`config.mk`:
```
export PLATFORM = sky130hd
export DESIGN_NAME = c_line_rx
export DESIGN_NICKNAME = d
export VERILOG_FILES = /design/src/rtl/c_rx_pkg.sv /design/src/rtl/c_rx_fifo.sv /design/src/rtl/c_line_rx.sv
export SDC_FILE = /design/constraint.sdc
export NUM_CORES = 1
export LEC_CHECK = 0
export ABC_AREA = 0
export CORE_MARGIN = 3
export CORE_UTILIZATION = 40
export DETAILED_ROUTE_END_ITERATION = 6
export GPL_TIMING_DRIVEN = 0
export PLACE_DENSITY = 0.59
export SLEW_MARGIN = 20
export SYNTH_ARGS = -nofsm -noshare
export SYNTH_HDL_FRONTEND = slang
export SYNTH_SLANG_ARGS = --single-unit
```
`constraint.sdc`:
```
create_clock -name i_clk -period 5.5 [get_ports i_clk]
set_clock_uncertainty 0.15 [all_clocks]
set_input_delay 1.375 -clock i_clk [delete_from_list [all_inputs] [get_ports i_clk]]
set_output_delay 1.375 -clock i_clk [all_outputs]
set_load 0.05 [all_outputs]
```
`src/rtl/c_rx_pkg.sv`:
```
// ---------------------------------------------------------------------------
// c_rx_pkg
// Shared types and constants for the c-line receiver.
//   rxState_t      : receiver FSM states
//   DEF_*          : default bit timing, payload width, parity and queue size
//   parityWidth()  : number of parity bits carried in a frame (0 or 1)
// ---------------------------------------------------------------------------
package c_rx_pkg;

  typedef enum logic [2:0] {
    ST_IDLE,
    ST_START,
    ST_DATA,
    ST_PARITY,
    ST_STOP,
    ST_WAIT_HIGH
  } rxState_t;

  localparam int DEF_CLKS_PER_BIT = 16;
  localparam int DEF_DATA_BITS    = 8;
  localparam int DEF_PARITY_EN    = 1;
  localparam int DEF_FIFO_DEPTH   = 4;

  // A frame carries a single even-parity bit when parity is enabled.
  function automatic int parityWidth(input int parityEn);
    return (parityEn != 0) ? 1 : 0;
  endfunction

endpackage

```
`src/rtl/c_rx_fifo.sv`:
```
// ---------------------------------------------------------------------------
// c_rx_fifo
// First-word-fall-through queue for received words.
//   i_clk, i_rstn : clock, synchronous active-low reset (pointers only)
//   i_push        : write i_wrData (accepted when not full, or full with pop)
//   i_pop         : remove head word (ignored while empty)
//   o_rdData      : head word, 0 while empty
//   o_full        : all entries occupied
//   o_empty       : no entries
// ---------------------------------------------------------------------------
module c_rx_fifo #(
  parameter int WIDTH = 8,
  parameter int DEPTH = 4
) (
  input  logic             i_clk,
  input  logic             i_rstn,
  input  logic             i_push,
  input  logic             i_pop,
  input  logic [WIDTH-1:0] i_wrData,
  output logic [WIDTH-1:0] o_rdData,
  output logic             o_full,
  output logic             o_empty
);

  localparam int AW = $clog2(DEPTH);

  logic [AW:0]      r_wrPtr;
  logic [AW:0]      r_rdPtr;
  logic [WIDTH-1:0] r_mem [DEPTH];
  logic             w_doPush;
  logic             w_doPop;

  // The extra top pointer bit tells a full queue apart from an empty one
  // when the index bits coincide.
  assign o_empty  = (r_wrPtr == r_rdPtr);
  assign o_full   = (r_wrPtr[AW-1:0] == r_rdPtr[AW-1:0]) &&
                    (r_wrPtr[AW] != r_rdPtr[AW]);
  assign w_doPop  = i_pop & ~o_empty;
  // A pop frees the head slot in the same cycle, so a full queue can still
  // accept a push when it is being drained.
  assign w_doPush = i_push & (~o_full | w_doPop);

  assign o_rdData = o_empty ? '0 : r_mem[r_rdPtr[AW-1:0]];

  // Read and write pointers advance independently on accepted pops/pushes.
  always_ff @(posedge i_clk) begin
    if (!i_rstn) begin
      r_wrPtr <= '0;
      r_rdPtr <= '0;
    end else begin
      if (w_doPush) r_wrPtr <= r_wrPtr + 1'b1;
      if (w_doPop)  r_rdPtr <= r_rdPtr + 1'b1;
    end
  end

  // Storage carries no reset; emptiness is decided by the pointers alone.
  always_ff @(posedge i_clk) begin
    if (w_doPush) r_mem[r_wrPtr[AW-1:0]] <= i_wrData;
  end

endmodule

```
`src/rtl/c_line_rx.sv`:
```
// ---------------------------------------------------------------------------
// c_line_rx
// Oversampling serial receiver for the c line (start, data LSB first,
// optional even parity, stop) feeding a small FWFT receive queue.
//   i_clk, i_rstn  : clock, synchronous active-low reset
//   i_c            : serial line, idle high
//   i_rd_en        : pop request, honoured only while o_rd_valid = 1
//   o_rd_data      : head of queue, 0 when empty
//   o_rd_valid     : queue not empty
//   o_parity_err   : one-cycle pulse, frame dropped on parity mismatch
//   o_frame_err    : one-cycle pulse, frame dropped on a low stop bit
//   o_overflow     : one-cycle pulse, good frame dropped because queue full
// ---------------------------------------------------------------------------
module c_line_rx
  import c_rx_pkg::*;
#(
  parameter int CLKS_PER_BIT = DEF_CLKS_PER_BIT,
  parameter int DATA_BITS    = DEF_DATA_BITS,
  parameter int PARITY_EN    = DEF_PARITY_EN,
  parameter int FIFO_DEPTH   = DEF_FIFO_DEPTH
) (
  input  logic                 i_clk,
  input  logic                 i_rstn,
  input  logic                 i_c,
  input  logic                 i_rd_en,
  output logic [DATA_BITS-1:0] o_rd_data,
  output logic                 o_rd_valid,
  output logic                 o_parity_err,
  output logic                 o_frame_err,
  output logic                 o_overflow
);

  localparam int CNT_W = $clog2(CLKS_PER_BIT);
  localparam int BIT_W = $clog2(DATA_BITS + 1);
  localparam int PAR_W = parityWidth(PARITY_EN);
  localparam logic [CNT_W-1:0] CNT_HALF_LAST = CNT_W'(CLKS_PER_BIT / 2 - 1);
  localparam logic [CNT_W-1:0] CNT_FULL_LAST = CNT_W'(CLKS_PER_BIT - 1);
  localparam logic [BIT_W-1:0] BIT_LAST      = BIT_W'(DATA_BITS - 1);

  rxState_t             r_state;
  rxState_t             w_stateNext;
  logic                 r_sync1;
  logic                 r_sync2;
  logic                 w_cs;
  logic [CNT_W-1:0]     r_cnt;
  logic [BIT_W-1:0]     r_bitCnt;
  logic [DATA_BITS-1:0] r_shift;
  logic                 r_parMis;
  logic                 r_parityErr;
  logic                 r_frameErr;
  logic                 r_overflow;
  logic                 w_tick;
  logic                 w_push;
  logic                 w_pop;
  logic                 w_full;
  logic                 w_empty;
  logic                 w_setParityErr;
  logic                 w_setFrameErr;
  logic                 w_setOverflow;

  assign w_cs         = r_sync2;
  assign o_rd_valid   = ~w_empty;
  assign w_pop        = i_rd_en & ~w_empty;
  assign o_parity_err = r_parityErr;
  assign o_frame_err  = r_frameErr;
  assign o_overflow   = r_overflow;

  // The start bit is sampled half a bit after the falling edge is seen,
  // every later bit one full bit period after the previous sample.
  assign w_tick = (r_state == ST_START) ? (r_cnt == CNT_HALF_LAST)
                                        : (r_cnt == CNT_FULL_LAST);

  // State register for the frame decoder.
  always_ff @(posedge i_clk) begin
    if (!i_rstn) r_state <= ST_IDLE;
    else         r_state <= w_stateNext;
  end

  // Next-state and per-frame decisions; the queue and error pulses are only
  // touched at the stop sample so a frame is either kept or dropped whole.
  always_comb begin
    w_stateNext    = r_state;
    w_push         = 1'b0;
    w_setParityErr = 1'b0;
    w_setFrameErr  = 1'b0;
    w_setOverflow  = 1'b0;
    unique case (r_state)
      ST_IDLE: begin
        if (!w_cs) w_stateNext = ST_START;
      end
      ST_START: begin
        if (w_tick) w_stateNext = w_cs ? ST_IDLE : ST_DATA;
      end
      ST_DATA: begin
        if (w_tick && (r_bitCnt == BIT_LAST))
          w_stateNext = (PAR_W != 0) ? ST_PARITY : ST_STOP;
      end
      ST_PARITY: begin
        if (w_tick) w_stateNext = ST_STOP;
      end
      ST_STOP: begin
        if (w_tick) begin
          if (w_cs) begin
            if (r_parMis)             w_setParityErr = 1'b1;
            else if (w_full && !w_pop) w_setOverflow = 1'b1;
            else                       w_push        = 1'b1;
            w_stateNext = ST_IDLE;
          end else begin
            w_setFrameErr = 1'b1;
            w_stateNext   = ST_WAIT_HIGH;
          end
        end
      end
      ST_WAIT_HIGH: begin
        if (w_cs) w_stateNext = ST_IDLE;
      end
      default: w_stateNext = ST_IDLE;
    endcase
  end

  // Synchronizer, bit timing counters, payload shift register, parity
  // tracking and the registered one-cycle error pulses.
  always_ff @(posedge i_clk) begin
    if (!i_rstn) begin
      r_sync1     <= 1'b1;
      r_sync2     <= 1'b1;
      r_cnt       <= '0;
      r_bitCnt    <= '0;
      r_shift     <= '0;
      r_parMis    <= 1'b0;
      r_parityErr <= 1'b0;
      r_frameErr  <= 1'b0;
      r_overflow  <= 1'b0;
    end else begin
      r_sync1     <= i_c;
      r_sync2     <= r_sync1;
      r_parityErr <= w_setParityErr;
      r_frameErr  <= w_setFrameErr;
      r_overflow  <= w_setOverflow;

      if ((r_state == ST_IDLE) || w_tick) r_cnt <= '0;
      else                                r_cnt <= r_cnt + CNT_W'(1);

      if ((r_state == ST_START) && w_tick) begin
        r_bitCnt <= '0;
        r_parMis <= 1'b0;
      end

      // Shifting in from the top leaves the first data bit in bit 0.
      if ((r_state == ST_DATA) && w_tick) begin
        r_shift  <= {w_cs, r_shift[DATA_BITS-1:1]};
        r_bitCnt <= r_bitCnt + BIT_W'(1);
      end

      if ((r_state == ST_PARITY) && w_tick) r_parMis <= (^r_shift) ^ w_cs;
    end
  end

  c_rx_fifo #(
    .WIDTH (DATA_BITS),
    .DEPTH (FIFO_DEPTH)
  ) u_fifo (
    .i_clk    (i_clk),
    .i_rstn   (i_rstn),
    .i_push   (w_push),
    .i_pop    (w_pop),
    .i_wrData (r_shift),
    .o_rdData (o_rd_data),
    .o_full   (w_full),
    .o_empty  (w_empty)
  );

endmodule

```
==> impl_metrics.yaml <==
min_path:
  worst_hold_path.endpoint: "r_sync2"
  hold_path_startpoint: "r_sync1"
  hold_path_class: "reg -> reg"
  whs_path_depth: 1
grt:
  grt_use_total_pct: 13.51
  grt-ovfl-total: 0
  grt_pass1_wl_mm: 8.528
  grt_max_degree: 13
  grt_pass1_vias: 1714
  antenna_found_initial: 0
routing:
  wl_met1_mm: 2.489
  wl_met2_mm: 2.369
  ant_nets: 0
  post_drt_wl_per_cell_um: 14.31
  dr.pass1.iters: 4
  viasPerCell: 5.061
  drtIter0Drc: 110
  route.met3.wl_um: 172
  wirelength_mm: 5.182
  top_layer_used: "met4"
  dr_total_vias: 1832
  drc: 0
floorplan:
  dieArea_sq_um: 8245
  fp-row-count: 30
  die_x_um: 90.80
  ios: 16
  start_util_pct: 41.88
  fp.coreArea_sq_um: 6869
  dieHeight_um: 90.80
sta:
  fin_tns_setup_ns: 0
  finalCriticalPeriod_ns: 3.862
  finalHoldViolations: 0
  slew_violations: 0
  tightest_slew_ns: 0.8066
  grt_setup_unrepaired: "no"
  setup_viol: 0
  final.period_utilization_pct: 70.21
  layout_setup_ws_ns: 1.638
  fmax_mhz: 258.9
  relSlewSlack_pct: 45.93
final_layout:
  drive_gt1_share_pct: 14.29
  fin_nets: 272
  synthToLayoutAreaGrowth_pct: 16.09
  antenna_cells: 0
  fill_cells: 629
  stdcell_area_sq_um: 3339
critical_path:
  timing.rr.end: "u_fifo.r_mem[3][6]"
  required_ns: 3.97
  rrSetupSlack_ns: 3.31
  r2r_cells: 4
  cp-start-kind: "register"
  path_max_fanout: 8
  rr_startpoint: "r_cnt[0]"
  cp.arrival_ns: 2.34
  critical_path_class: "reg -> out"
  end_kind: "output port"
power_and_ir_drop:
  power_density_nw_per_um2: 275.6
  p_leak_nw: 1.138
  ir_drop_mv: 0.1177
yosys:
  ys_types: 47
  synth_flop_cell: "dfxtp_1"
  yosysTopAreaCellShare_pct: 33.41
  yosys-top-cells-count: "dfxtp_1, edfxtp_1, nor2_1"
  yosys_warnings: 0
  synth_nets: 247
  ys_seq_area_share_pct: 56.37
  syn_area_sq_um: 2877
  ys_seq_elements: 65
  postSynthCellCount: 236
  synth.largest_area_cell: "edfxtp_1"
  synth_edf_count: 32
  yosysMostFrequentCell: "dfxtp_1"
  synth_area_leaders: "edfxtp_1, dfxtp_1, mux4_2"
  postSynth.asyncResetShare_pct: 0
  postSynthAreaPerCell_sq_um: 12.19
cts:
  clock-sinks: 65
  cts_resized: 0
  tritoncts: "built"
  cts_root_buf: "clkbuf_8"
  insertion_delay_ns: 0.34
  clk_pin_slew_ns: 0.07
  cts_hold_buf: 0
  cts_setup_buffers: 0
  clockBufferDepth: 2
  htree_levels: 3
  cts_buffers: 9
place:
  dp_hpwl_mm: 3.566
  post-place-ws_ns: 1.628
  gp_congestion: 0.8750
  io_buffers: 14
  placed_area_sq_um: 3142
job:
  maxCapViolations: 0
run_status:
  status: "finished, final reports clean"
## state kept, by name, summed over array words and instances (netlist names), named ones only
register	count
o_frame_err	1
o_overflow	1
o_parity_err	1
r_bitCnt	4
r_cnt	4
r_parMis	1
r_shift	8
r_state	3
r_sync1	1
r_sync2	1
u_fifo.r_mem	32
u_fifo.r_rdPtr	3
u_fifo.r_wrPtr	3
## layout make-up
type                       instances  area (sq um)  area share [%]
sequential                        65          1622           48.56
multi-input combinational        151          1175           35.18
timing repair buffer              14         140.1           4.196
clock buffer                       9         123.9           3.709
tap                               96         120.1           3.597
clock inverter                     7         68.82           2.061
buffer                            11         56.30           1.686
inverter                           9         33.78           1.012
## critical path: stages (launching register included)
cell and delay [ns]:
dfxtp_1 0.30, buf_2 0.27, mux4_2 0.55, nor2b_1 0.14
clkdlybuf4s50_1 0.72
## power breakdown
group / total, mW / leakage (nW) / internal (mW) / switching, mW
sequential: 0.506 / 0.563 / 0.505 / 0.00175
combinational: 0.0192 / 0.479 / 0.00813 / 0.0111
clock: 0.395 / 0.0954 / 0.208 / 0.187
## layout by cell type (no fill, tap or decap), types with 7 or more instances in the layout
cell type	synthesis	final
nor2b_1	8	8
clkbuf_8	0	9
clkdlybuf4s50_1	0	14
a21oi_1	10	10
ha_1	7	7
mux4_2	8	8
mux2i_1	10	10
inv_1	9	9
o21ai_0	10	10
edfxtp_1	32	32
dfxtp_1	33	33
nor2_1	25	25
nand3_1	9	9
## worst max path at each step
stage	startpoint	end	slack, ns	cells after the start
2_1_floorplan	u_fifo.r_wrPtr[1]	o_rd_data[0]	2.46	3
3_5_place_dp	u_fifo.r_wrPtr[0]	o_rd_data[6]	1.63	4
6_report	register	o_rd_data[7]	1.64	4
4_1_cts	u_fifo.r_wrPtr[0]	o_rd_data[6]	1.25	4
3_3_place_gp	u_fifo.r_wrPtr[0]	o_rd_data[6]	1.64	4
5_1_grt	u_fifo.r_wrPtr[0]	o_rd_data[6]	1.51	4
## through the flow
stage	std cells	utilization (%)	hold slack [ns]	power, mW
2_1_floorplan	236	-	0.2363	0.5307
3_3_place_gp	346	45.66	0.2397	0.5367
3_5_place_dp	346	45.74	0.2479	0.5367
4_1_cts	362	48.54	0.2658	0.9301
5_1_grt	362	48.62	0.2973	0.9569
6_report	362	48.62	0.2602	0.9202
## logic make-up after synthesis
kind of cell             count (synthesis)  synth area share, %
buffers and inverters                   20                3.132
AND/OR/NAND/NOR                         76                14.27
XOR/XNOR                                14                5.263
multiplexers                            18                9.743
AO/OA/AOI/OAI                           36                8.178
adder cells (fa/ha/maj)                  7                3.045
flip-flops                              65                56.37
## routing by layer
metal / vias up / track usage [%]
met1: 871 / 16.99
met4: 0 / 8.417
met5: - / 0
met3: 13 / 3.167
li1: 919 / -
met2: 29 / 21.00
(Power assumes the default switching activity.)
